==> src/rtl/mem_datos_lsu.sv <==
// Load/store unit in front of Memoria_Datos: accepts byte-addressed requests,
// drives the word-wide memory, extracts and extends load lanes, and merges
// sub-word stores by reading the word, patching the lane and writing it back.
//
// state | meaning
// IDLE  | ready for a request
// ACC   | word address on the bus; word stores write here
// WAIT  | memory read data available; format load or build merged word
// WR    | write back merged word for byte/half store
// RESP  | one-cycle response strobe
module mem_datos_lsu #(
  parameter int AW = 5,
  parameter int DW = 32
) (
  input  logic          clk,
  input  logic          rst,
  input  logic          req_valid,
  output logic          req_ready,
  input  logic          req_we,
  input  logic [1:0]    req_size,
  input  logic          req_unsigned,
  input  logic [31:0]   req_addr,
  input  logic [DW-1:0] req_wdata,
  output logic          rsp_valid,
  output logic          rsp_err,
  output logic [DW-1:0] rsp_rdata,
  output logic          mem_we,
  output logic [AW-1:0] mem_addr,
  output logic [DW-1:0] mem_wdata,
  input  logic [DW-1:0] mem_rdata
);

  typedef enum logic [2:0] {IDLE, ACC, WAIT, WR, RESP} state_t;

  state_t        state, state_nxt;
  logic          lat_we, lat_we_nxt;
  logic [1:0]    lat_size, lat_size_nxt;
  logic          lat_uns, lat_uns_nxt;
  logic [1:0]    lat_lane, lat_lane_nxt;
  logic [15:0]   lat_wdata, lat_wdata_nxt;
  logic          mem_we_nxt;
  logic [AW-1:0] mem_addr_nxt;
  logic [DW-1:0] mem_wdata_nxt;
  logic          rsp_err_nxt;
  logic [DW-1:0] rsp_rdata_nxt;

  logic          req_err;
  logic [7:0]    rd_byte;
  logic [15:0]   rd_half;
  logic [DW-1:0] load_fmt;
  logic [DW-1:0] merged;

  assign req_ready = (state == IDLE);
  assign rsp_valid = (state == RESP);

  // Reject illegal size, misalignment and addresses beyond the memory
  assign req_err = (req_size == 2'b11)
                || ((req_size == 2'b01) && req_addr[0])
                || ((req_size == 2'b10) && (req_addr[1:0] != 2'b00))
                || (req_addr[31:AW+2] != '0);

  // Lane extraction, extension and sub-word merge from the read word
  always_comb begin
    case (lat_lane)
      2'd1:    rd_byte = mem_rdata[15:8];
      2'd2:    rd_byte = mem_rdata[23:16];
      2'd3:    rd_byte = mem_rdata[31:24];
      default: rd_byte = mem_rdata[7:0];
    endcase
    rd_half = lat_lane[1] ? mem_rdata[31:16] : mem_rdata[15:0];
    load_fmt = mem_rdata;
    case (lat_size)
      2'b00:   load_fmt = {{24{rd_byte[7] & ~lat_uns}}, rd_byte};
      2'b01:   load_fmt = {{16{rd_half[15] & ~lat_uns}}, rd_half};
      default: load_fmt = mem_rdata;
    endcase
    merged = mem_rdata;
    if (lat_size == 2'b00) begin
      case (lat_lane)
        2'd1:    merged[15:8]  = lat_wdata[7:0];
        2'd2:    merged[23:16] = lat_wdata[7:0];
        2'd3:    merged[31:24] = lat_wdata[7:0];
        default: merged[7:0]   = lat_wdata[7:0];
      endcase
    end else if (lat_lane[1]) begin
      merged[31:16] = lat_wdata;
    end else begin
      merged[15:0] = lat_wdata;
    end
  end

  // Next-state and next-output decode; outputs only change on transitions
  always_comb begin
    state_nxt     = state;
    lat_we_nxt    = lat_we;
    lat_size_nxt  = lat_size;
    lat_uns_nxt   = lat_uns;
    lat_lane_nxt  = lat_lane;
    lat_wdata_nxt = lat_wdata;
    mem_we_nxt    = 1'b0;
    mem_addr_nxt  = mem_addr;
    mem_wdata_nxt = mem_wdata;
    rsp_err_nxt   = rsp_err;
    rsp_rdata_nxt = rsp_rdata;
    case (state)
      IDLE: begin
        if (req_valid) begin
          lat_we_nxt    = req_we;
          lat_size_nxt  = req_size;
          lat_uns_nxt   = req_unsigned;
          lat_lane_nxt  = req_addr[1:0];
          lat_wdata_nxt = req_wdata[15:0];
          if (req_err) begin
            state_nxt     = RESP;
            rsp_err_nxt   = 1'b1;
            rsp_rdata_nxt = '0;
          end else begin
            state_nxt    = ACC;
            mem_addr_nxt = req_addr[AW+1:2];
            if (req_we && (req_size == 2'b10)) begin
              mem_we_nxt    = 1'b1;
              mem_wdata_nxt = req_wdata;
            end
          end
        end
      end
      ACC: begin
        if (lat_we && (lat_size == 2'b10)) begin
          state_nxt     = RESP;
          rsp_err_nxt   = 1'b0;
          rsp_rdata_nxt = '0;
        end else begin
          state_nxt = WAIT;
        end
      end
      WAIT: begin
        if (!lat_we) begin
          state_nxt     = RESP;
          rsp_err_nxt   = 1'b0;
          rsp_rdata_nxt = load_fmt;
        end else begin
          state_nxt     = WR;
          mem_we_nxt    = 1'b1;
          mem_wdata_nxt = merged;
        end
      end
      WR: begin
        state_nxt     = RESP;
        rsp_err_nxt   = 1'b0;
        rsp_rdata_nxt = '0;
      end
      RESP:    state_nxt = IDLE;
      default: state_nxt = IDLE;
    endcase
  end

  // State and registered outputs; reset aborts any access in flight
  always_ff @(posedge clk or negedge rst) begin
    if (!rst) begin
      state     <= IDLE;
      lat_we    <= 1'b0;
      lat_size  <= 2'b00;
      lat_uns   <= 1'b0;
      lat_lane  <= 2'b00;
      lat_wdata <= '0;
      mem_we    <= 1'b0;
      mem_addr  <= '0;
      mem_wdata <= '0;
      rsp_err   <= 1'b0;
      rsp_rdata <= '0;
    end else begin
      state     <= state_nxt;
      lat_we    <= lat_we_nxt;
      lat_size  <= lat_size_nxt;
      lat_uns   <= lat_uns_nxt;
      lat_lane  <= lat_lane_nxt;
      lat_wdata <= lat_wdata_nxt;
      mem_we    <= mem_we_nxt;
      mem_addr  <= mem_addr_nxt;
      mem_wdata <= mem_wdata_nxt;
      rsp_err   <= rsp_err_nxt;
      rsp_rdata <= rsp_rdata_nxt;
    end
  end

endmodule
==> config.mk <==
export PLATFORM = sky130hd
export DESIGN_NAME = mem_datos_lsu
export DESIGN_NICKNAME = d
export VERILOG_FILES = /design/src/rtl/mem_datos_lsu.sv
export SDC_FILE = /design/constraint.sdc
export NUM_CORES = 1
export LEC_CHECK = 0
export CAP_MARGIN = 25
export CORE_MARGIN = 4
export CORE_UTILIZATION = 25
export CTS_BUF_LIST = sky130_fd_sc_hd__clkbuf_8
export DETAILED_ROUTE_END_ITERATION = 7
export PLACE_DENSITY = 0.51
export SYNTH_ARGS = -nofsm -noshare
export SYNTH_HDL_FRONTEND = slang
export SYNTH_SLANG_ARGS = --single-unit
==> constraint.sdc <==
create_clock -name clk -period 2.55 [get_ports clk]
set_clock_uncertainty 0.2 [all_clocks]
set_input_delay 0.255 -clock clk [delete_from_list [all_inputs] [get_ports clk]]
set_output_delay 0.255 -clock clk [all_outputs]
set_load 0.1 [all_outputs]
# Word-level counts from Yosys, hierarchy flattened
# Cells that the tools add are included.
[op_classes] n_eq_ne=19 muxes=35 bitwise_logic=4 n_reduce_logical=18
[ops] operator="32-bit two-way mux" n=9
[ops] operator="32-bit one-hot mux with 2 select lines" n=2
[ops] operator="32-bit one-hot mux with 4 select lines" n=1
[ops] operator="16-bit two-way mux" n=3
[ops] operator="8-bit two-way mux" n=4
[ops] operator="25-bit nonzero test" n=1
[ops] operator="8-bit one-hot mux with 3 select lines" n=1
[ops] operator="3-bit two-way mux" n=4
[ops] operator="3-bit one-hot mux with 4 select lines" n=1
[ops] operator="2-bit equality test, second input constant" n=5
[ops] operator="2-bit inequality test, second input constant" n=5
[ops] operator="5-bit AND reduction" n=2
[ops] operator="1-bit two-way mux" n=8
[ops] operator="2-bit by 1-bit equality test with 1-bit output, second input constant" n=3
[ops] operator="3-bit by 2-bit equality test with 1-bit output, second input constant" n=2
[ops] operator="1-bit logical AND" n=4
[ops] operator="2-bit by 1-bit inequality test with 1-bit output, second input constant" n=2
[ops] operator="1-bit one-hot mux with 4 select lines" n=1
[ops] operator="2-bit nonzero test" n=2
[ops] operator="4-bit nonzero test" n=1
[ops] operator="3-bit by 1-bit equality test with 1-bit output, second input constant" n=1
[ops] operator="3-bit equality test, second input constant" n=1
[ops] operator="3-bit zero test" n=1
[ops] operator="1-bit logical OR" n=3
[ops] operator="other kinds (7)" n=9
[word_totals] ff_bits=96

# Longest topological paths before layout
# Gate-level depths: netlist of the first run.
[logic_depth] depth_word=8 mapped_depth=8

# Least setup slack after synthesis of the first run
# OpenSTA, ideal clock, no wires.
[synth_timing] kind="reg-to-reg" from="register state[2]" to="register mem_wdata[16]" arrival_time_ns=2.699 t_required_ns=2.224 slack_ns=-0.476 path_stages_with_launch=9 path_buffers=3 cell_sequence="dfrtp_1 clkbuf_2 nor3_4 nand4_2 nor4_4 a22o_4 buf_12 buf_12 mux2_4"
[synth_via] elab_chain_len=3 elab_cells_between_ends=9 cone_classes="eq/ne: 5; mux: 1; reduce/logical: 3"
[synth_lines] item="from (decl)" line="35" source="state_t state, state_nxt;"
[synth_lines] item="from (signal assigned)" line="172" source="state <= state_nxt;"
[synth_lines] item="3-bit zero test (*)"
[synth_lines] item="via req_ready" line="18" source="output logic req_ready,"
[synth_lines] item="2-bit by 1-bit inequality test with 1-bit output (no source line) (tied with other cells)"
[synth_lines] item="5-bit AND reduction (no source line)"
[synth_lines] item="to (signal assigned)" line="180" source="mem_wdata <= mem_wdata_nxt;"
[synth_lines] item="to (decl)" line="29" source="output logic [DW-1:0] mem_wdata,"
# Mark *: on every way through the listed nets, which the timed path passes. The rest lies on a longest branch.
# A chain may end at the register's enable or synchronous reset.

# Worst setup path in the final report of the first run
[layout_timing] from="register state[2]" to="register rsp_rdata[30]"
[layout_via] elab_chain_len=3 elab_cells_between_ends=11 cone_classes="eq/ne: 7; mux: 1; reduce/logical: 3"
[layout_lines] item="3-bit by 1-bit equality test with 1-bit output (tied with other cells)" line="105" source="case (state)"
[layout_lines] item="2-bit inequality test (no source line) (tied with other cells)"
[layout_lines] item="5-bit AND reduction (no source line)"
[layout_lines] item="to (signal assigned)" line="182" source="rsp_rdata <= rsp_rdata_nxt;"
[layout_lines] item="to (decl)" line="26" source="output logic [DW-1:0] rsp_rdata,"
# Parallel ways exist; a longest one is shown, timed or not.

==> results of run 1 <==
[state kept, by name, summed over array words and instances, names as in the netlist, 2 cells and up]
name       cells
state          3
lat_lane       2
lat_wdata     16
rsp_rdata     32
mem_addr       5
lat_size       2
mem_wdata     32
[per-stage QoR]
| step | power [W] | area, sq um | hold WS [ps] | cells |
|---|---|---|---|---|
| floorplan | 0.00214 | 5450 | -241 | 501 |
| global placement | 0.00251 | 7300 | 94.5 | 932 |
| detailed placement | 0.00252 | 7300 | 99.4 | 932 |
| CTS | 0.00347 | 7480 | 226 | 947 |
| global route | 0.00360 | 7480 | 265 | 947 |
| finish | 0.00342 | 7480 | 215 | 947 |
[kinds of logic (layout without fill, tap and decap cells)]
logic type      Yosys count  count (layout)  synth area share [%]
compound gates          128             128                  16.5
simple gates            112             112                  12.7
mux                     100             100                  20.7
flops                    96              96                  44.4
buf+inv                  65             236                  5.78
[worst register-to-register path, cell delays in order, from the launching register on]
cell	delay, ps
dfrtp_1	500
or3b_2	550
nor2_2	120
o21ai_1	90
a21oi_2	630
a22o_1	250
[area by class of cell]
type                    count  area, sq um
inverters                  26          100
flip-flops and latches     96         2400
well taps                 275          344
multi-input cells         340         2700
fillers                  2115        13700
clock buffers              11          151
repair buffers            196         1760
clock inverters             3         20.0
[power groups by stage]
| stage | combinational, W | clock [W] | sequential (W) |
|---|---|---|---|
| 2_1_floorplan | 0.000496 | 0 | 0.00164 |
| 3_3_place_gp | 0.000810 | 0 | 0.00170 |
| 3_5_place_dp | 0.000818 | 0 | 0.00170 |
| 4_1_cts | 0.000823 | 0.000980 | 0.00167 |
| 5_1_grt | 0.000889 | 0.00103 | 0.00168 |
| 6_report | 0.000818 | 0.000933 | 0.00167 |
[how the worst max path moves through the flow]
stage / end / cells past startpoint / start / slack (ps)
final: rsp_rdata[30] / 5 / state[2] / 160
after global routing: rsp_rdata[30] / 5 / state[2] / 30
after CTS: rsp_rdata[30] / 5 / state[2] / 140
after detailed placement: mem_wdata[1] / 7 / req_addr[10] / -7
after global placement: mem_wdata[1] / 7 / req_addr[10] / 30
after floorplan: mem_wdata[16] / 7 / state[1] / -470
[per-layer routing]
metal  vias up  global-route usage [%]
met4         2                    4.84
met3        19                    3.48
met5         -                       0
met2       145                    23.9
li1       2154                       -
met1      2217                    19.2
[placed cells by master (no fill, tap or decap), types with 6 or more instances in the layout]
| cell type | count |
|---|---|
| o221ai_1 | 7 |
| nor2b_1 | 18 |
| clkbuf_8 | 11 |
| mux2i_1 | 54 |
| nor3b_1 | 8 |
| a211oi_1 | 32 |
| mux2_2 | 32 |
| nand2_1 | 26 |
| dfrtp_1 | 95 |
| nand2b_1 | 21 |
| a22o_1 | 16 |
| nor3_1 | 8 |
| inv_1 | 26 |
| mux2_4 | 13 |
| and3_1 | 6 |
| nor2_1 | 6 |
| a21oi_1 | 29 |
| clkdlybuf4s50_1 | 101 |
| buf_4 | 91 |
| o21ai_0 | 27 |
| a221o_1 | 6 |
==> impl_metrics.yaml, run 1 <==
worst_setup_path:
  crit_type: "register to register"
  cp_max_fo: 16
  crit_buf_inv: 0
  endpoint_kind: "register"
  max_stage_delay_ps: 630
  crit_arrival_ps: 2500
  cp.required_ps: 2660
  cp_top_family: "compound AO/OA/AOI/OAI gates"
  r2r_start: "state[2]"
  slowest_stage: "a21oi_2"
  ff2ff_path_depth: 5
  worstReg2RegEnd: "rsp_rdata[30]"
  r2r_slack_ps: 160
  crit_chain: "or3b_2, nor2_2, o21ai_1, a21oi_2, a22o_1"
  cp-start-kind: "register"
pwr:
  clock_power_share_pct: 27.3
  p_int_w: 0.00237
  vdd_drop_max_v: 0.000236
  switching_share_pct: 30.6
  seqPwrFrac_pct: 48.8
  p_comb_share_pct: 23.9
  p_switching_w: 0.00105
  power_leakage_nw: 3.38
  p_per_area_nw_per_um2: 457
drt:
  vias_per_cell: 4.79
  wl_per_cell_um: 18.9
  highest_layer: "met5"
  dr_wl_met2_um: 8590
  routed-via-count: 4537
  drt-initial-drc-count: 192
  dr_wl_met3_um: 1250
  met1Wirelength_um: 7780
  ant_nets: 0
  routed_wl_um: 17900
  first_pass_iters: 4
  drc_errors: 0
timing:
  slew-limit-headroom_pct: 44.6
  setup_ws_ps: 157
  fmax_mhz: 418
  slew_viol_final: 0
  fin_crit_ps: 2390
  period_share_pct: 93.8
  hold_violations: 0
  worst-slew-pin-transition_ps: 830
  finalSetupViolCount: 0
  tns_ps: 0
  rsz0062_at_grt: "false"
status:
  status: "completed"
final_layout:
  layout.nets: 772
  post-route-util_pct: 35.4
  antenna_cells: 0
  drive_gt1_share_pct: 25.3
  syn2layout_area_growth_pct: 38.2
worst_hold_path:
  hp-class: "input pin to asynchronous set/reset pin"
floorplanning:
  die_h_um: 155
  io-pin-count: 176
  start_util_pct: 25.6
  die-area_sq_um: 24100
  rows: 53
  die-width_um: 155
  design.core.area_sq_um: 21200
clock_tree:
  cts_tree: "yes"
  insertion_delay_ps: 370
  numClockSinks: 96
  cts_resized: 0
  cts_root_buf: "clkbuf_8"
  clkSlewWorstSetupHoldPaths_ps: 90
  htree_levels: 3
  numCtsBuffers: 9
  clockBufferDepth: 2
  post_cts_buffers: 0
  hold_buffers: 1
logic_synthesis:
  synth_edf_count: 0
  syn_avg_cell_area_sq_um: 10.8
  synth_common_cells: "96 x dfrtp_1, 54 x mux2i_1, 32 x a211oi_1, 32 x mux2_2, 29 x a21oi_1"
  ys_top_cells_by_area: "dfrtp_1 44%, mux2i_1 10%, mux2_2 6.7%"
  yosysMostFrequentCell: "dfrtp_1"
  postSynth.asyncResetShare_pct: 100
  synth_cells: 501
  synth.top_cell.area_share_pct: 44.4
  syn-cell-area_sq_um: 5410
  synthDistinctLibCells: 46
  yosys_warnings: 0
  yosysTopAreaCell: "dfrtp_1"
  synth_seq_area_share_pct: 44.4
  synth_ff_type: "dfrtp_1"
  synth_nets: 604
  ys_ff_latch: 96
global_route:
  grt_pass1_wl_um: 27300
  antenna_found_initial: 1
  grt_usage_pct: 14.7
  grt_pass1_vias: 4748
  grt-ovfl-total: 0
  grt_max_degree: 55
placement:
  dp_hpwl_um: 13900
  post-place-ws_ps: -6.60
  place_congestion: 0.795
  portBuffers: 175
run:
  drv_cap: 0
No activity file was read; power rests on OpenSTA's default activity.
==> inputs of run 2 (changes only) <==
HOLD_SLACK_MARGIN = 0.02   (was unset)
==> results of run 2 <==
The final DEF is identical to that of run 1; final timing and power are the same.
==> patch: new RTL, settings of run 2 <==
Put one more register stage on the output `rsp_err`, without a reset. The value now appears one clock later. The other outputs are not delayed to match.
--- a/src/rtl/mem_datos_lsu.sv
+++ b/src/rtl/mem_datos_lsu.sv
@@ -31,6 +31,8 @@
 );
 
   typedef enum logic [2:0] {IDLE, ACC, WAIT, WR, RESP} state_t;
+
+  logic rsp_err_s0;
 
   state_t        state, state_nxt;
   logic          lat_we, lat_we_nxt;
@@ -100,7 +102,7 @@
     mem_we_nxt    = 1'b0;
     mem_addr_nxt  = mem_addr;
     mem_wdata_nxt = mem_wdata;
-    rsp_err_nxt   = rsp_err;
+    rsp_err_nxt   = rsp_err_s0;
     rsp_rdata_nxt = rsp_rdata;
     case (state)
       IDLE: begin
@@ -166,7 +168,7 @@
       mem_we    <= 1'b0;
       mem_addr  <= '0;
       mem_wdata <= '0;
-      rsp_err   <= 1'b0;
+      rsp_err_s0 <= 1'b0;
       rsp_rdata <= '0;
     end else begin
       state     <= state_nxt;
@@ -178,9 +180,13 @@
       mem_we    <= mem_we_nxt;
       mem_addr  <= mem_addr_nxt;
       mem_wdata <= mem_wdata_nxt;
-      rsp_err   <= rsp_err_nxt;
+      rsp_err_s0 <= rsp_err_nxt;
       rsp_rdata <= rsp_rdata_nxt;
     end
   end
 
+  always_ff @(posedge clk) begin
+    rsp_err <= rsp_err_s0;
+  end
+
 endmodule
Behaviour: not the same (a bounded check fails within 4 cycles, from zero or initial values and one cycle with rst low).
==> patch against run 2 <==
  * Via count fell by 0.26%
  * Sequential cell count rose by 1
  * Setup slack got worse by 0.0083 ns
  * Synthesized area rose by 0.35%
  * Total power rose by 2.5%
  * Cell area rose by 0.64%
  * Routed wire length rose by 0.19%
  * Global-route usage barely moved
  * Clock power rose by 8%
  * Maximum frequency fell by 0.35%
  * Die area rose by 0.33%
==> patch: results <==
INSERT INTO impl_metrics (metric_group, metric, value, unit) VALUES
('outcome', 'status', 'finished, final reports clean', ''),
('global_route', 'grt_start_max_net_pins', '42', ''),
('setup_path', 'critical_path.max_stage_delay', '0.67', 'ns'),
('synth', 'synth_seq_area_share', '44.6', '%'),
('clocking', 'clkLatencyLatePin', '0.40', 'ns'),
('timing', 'tightestPinTransition', '0.892', 'ns'),
('pwr', 'seq_power_share', '48.1', '%'),
('global_route', 'number_of_global_route_vias_before_repair', '4766', ''),
('global_route', 'grt_first_pass_wirelength', '27.3', 'mm'),
('global_route', 'grt_antenna_before_repair', '2', ''),
('synth', 'async_flop_share', '99.0', '%'),
('synth', 'synth-compound-area-share', '16.4', '%'),
('synth', 'postSynthNetCount', '605', ''),
('clocking', 'clk_transition_reported_paths', '0.12', 'ns'),
('placement', 'dp_hpwl', '13.8', 'mm'),
('detailed_routing', 'drt-total-wl', '18.0', 'mm'),
('detailed_routing', 'dr_wl_met3', '1.59', 'mm'),
('detailed_routing', 'routed-via-count', '4525', ''),
('global_route', 'use_met3', '5.67', '%'),
('cells_and_area', 'layout.nets', '774', ''),
('pwr', 'power_switching', '1.11', 'mW'),
('placement', 'routability_congestion', '0.777', ''),
('placement', 'postPlaceCellArea', '7330', 'µm²'),
('setup_path', 'worstSetupStartpoint', 'state[0]', ''),
('synth', 'yosys-mux-area-fraction', '20.6', '%'),
('setup_path', 'worst_reg2reg_startpoint', 'state[0]', ''),
('pwr', 'p_comb_share', '23.1', '%');
## patch: cell types whose count changed in the layout (fill, tap and decap cells not counted)
| cell | before | now |
|---|---|---|
| sky130_fd_sc_hd__clkinv_2 | 0 | 1 |
| sky130_fd_sc_hd__inv_1 | 26 | 25 |
| sky130_fd_sc_hd__clkinvlp_4 | 1 | 2 |
| sky130_fd_sc_hd__nor2b_1 | 18 | 17 |
| sky130_fd_sc_hd__inv_6 | 0 | 1 |
| sky130_fd_sc_hd__nor2b_2 | 0 | 1 |
| sky130_fd_sc_hd__buf_4 | 91 | 92 |
| sky130_fd_sc_hd__dfxtp_1 | 0 | 1 |
## patch: layout make-up
type                            count  area (µm²)
Clock inverter                      5        37.5
Sequential cell                    97        2420
Timing Repair Buffer              197        1770
Clock buffer                       11         151
Multi-Input combinational cell    340        2700
Fill cell                        2169       13700
Inverter                           26         100
Tap cell                          275         344
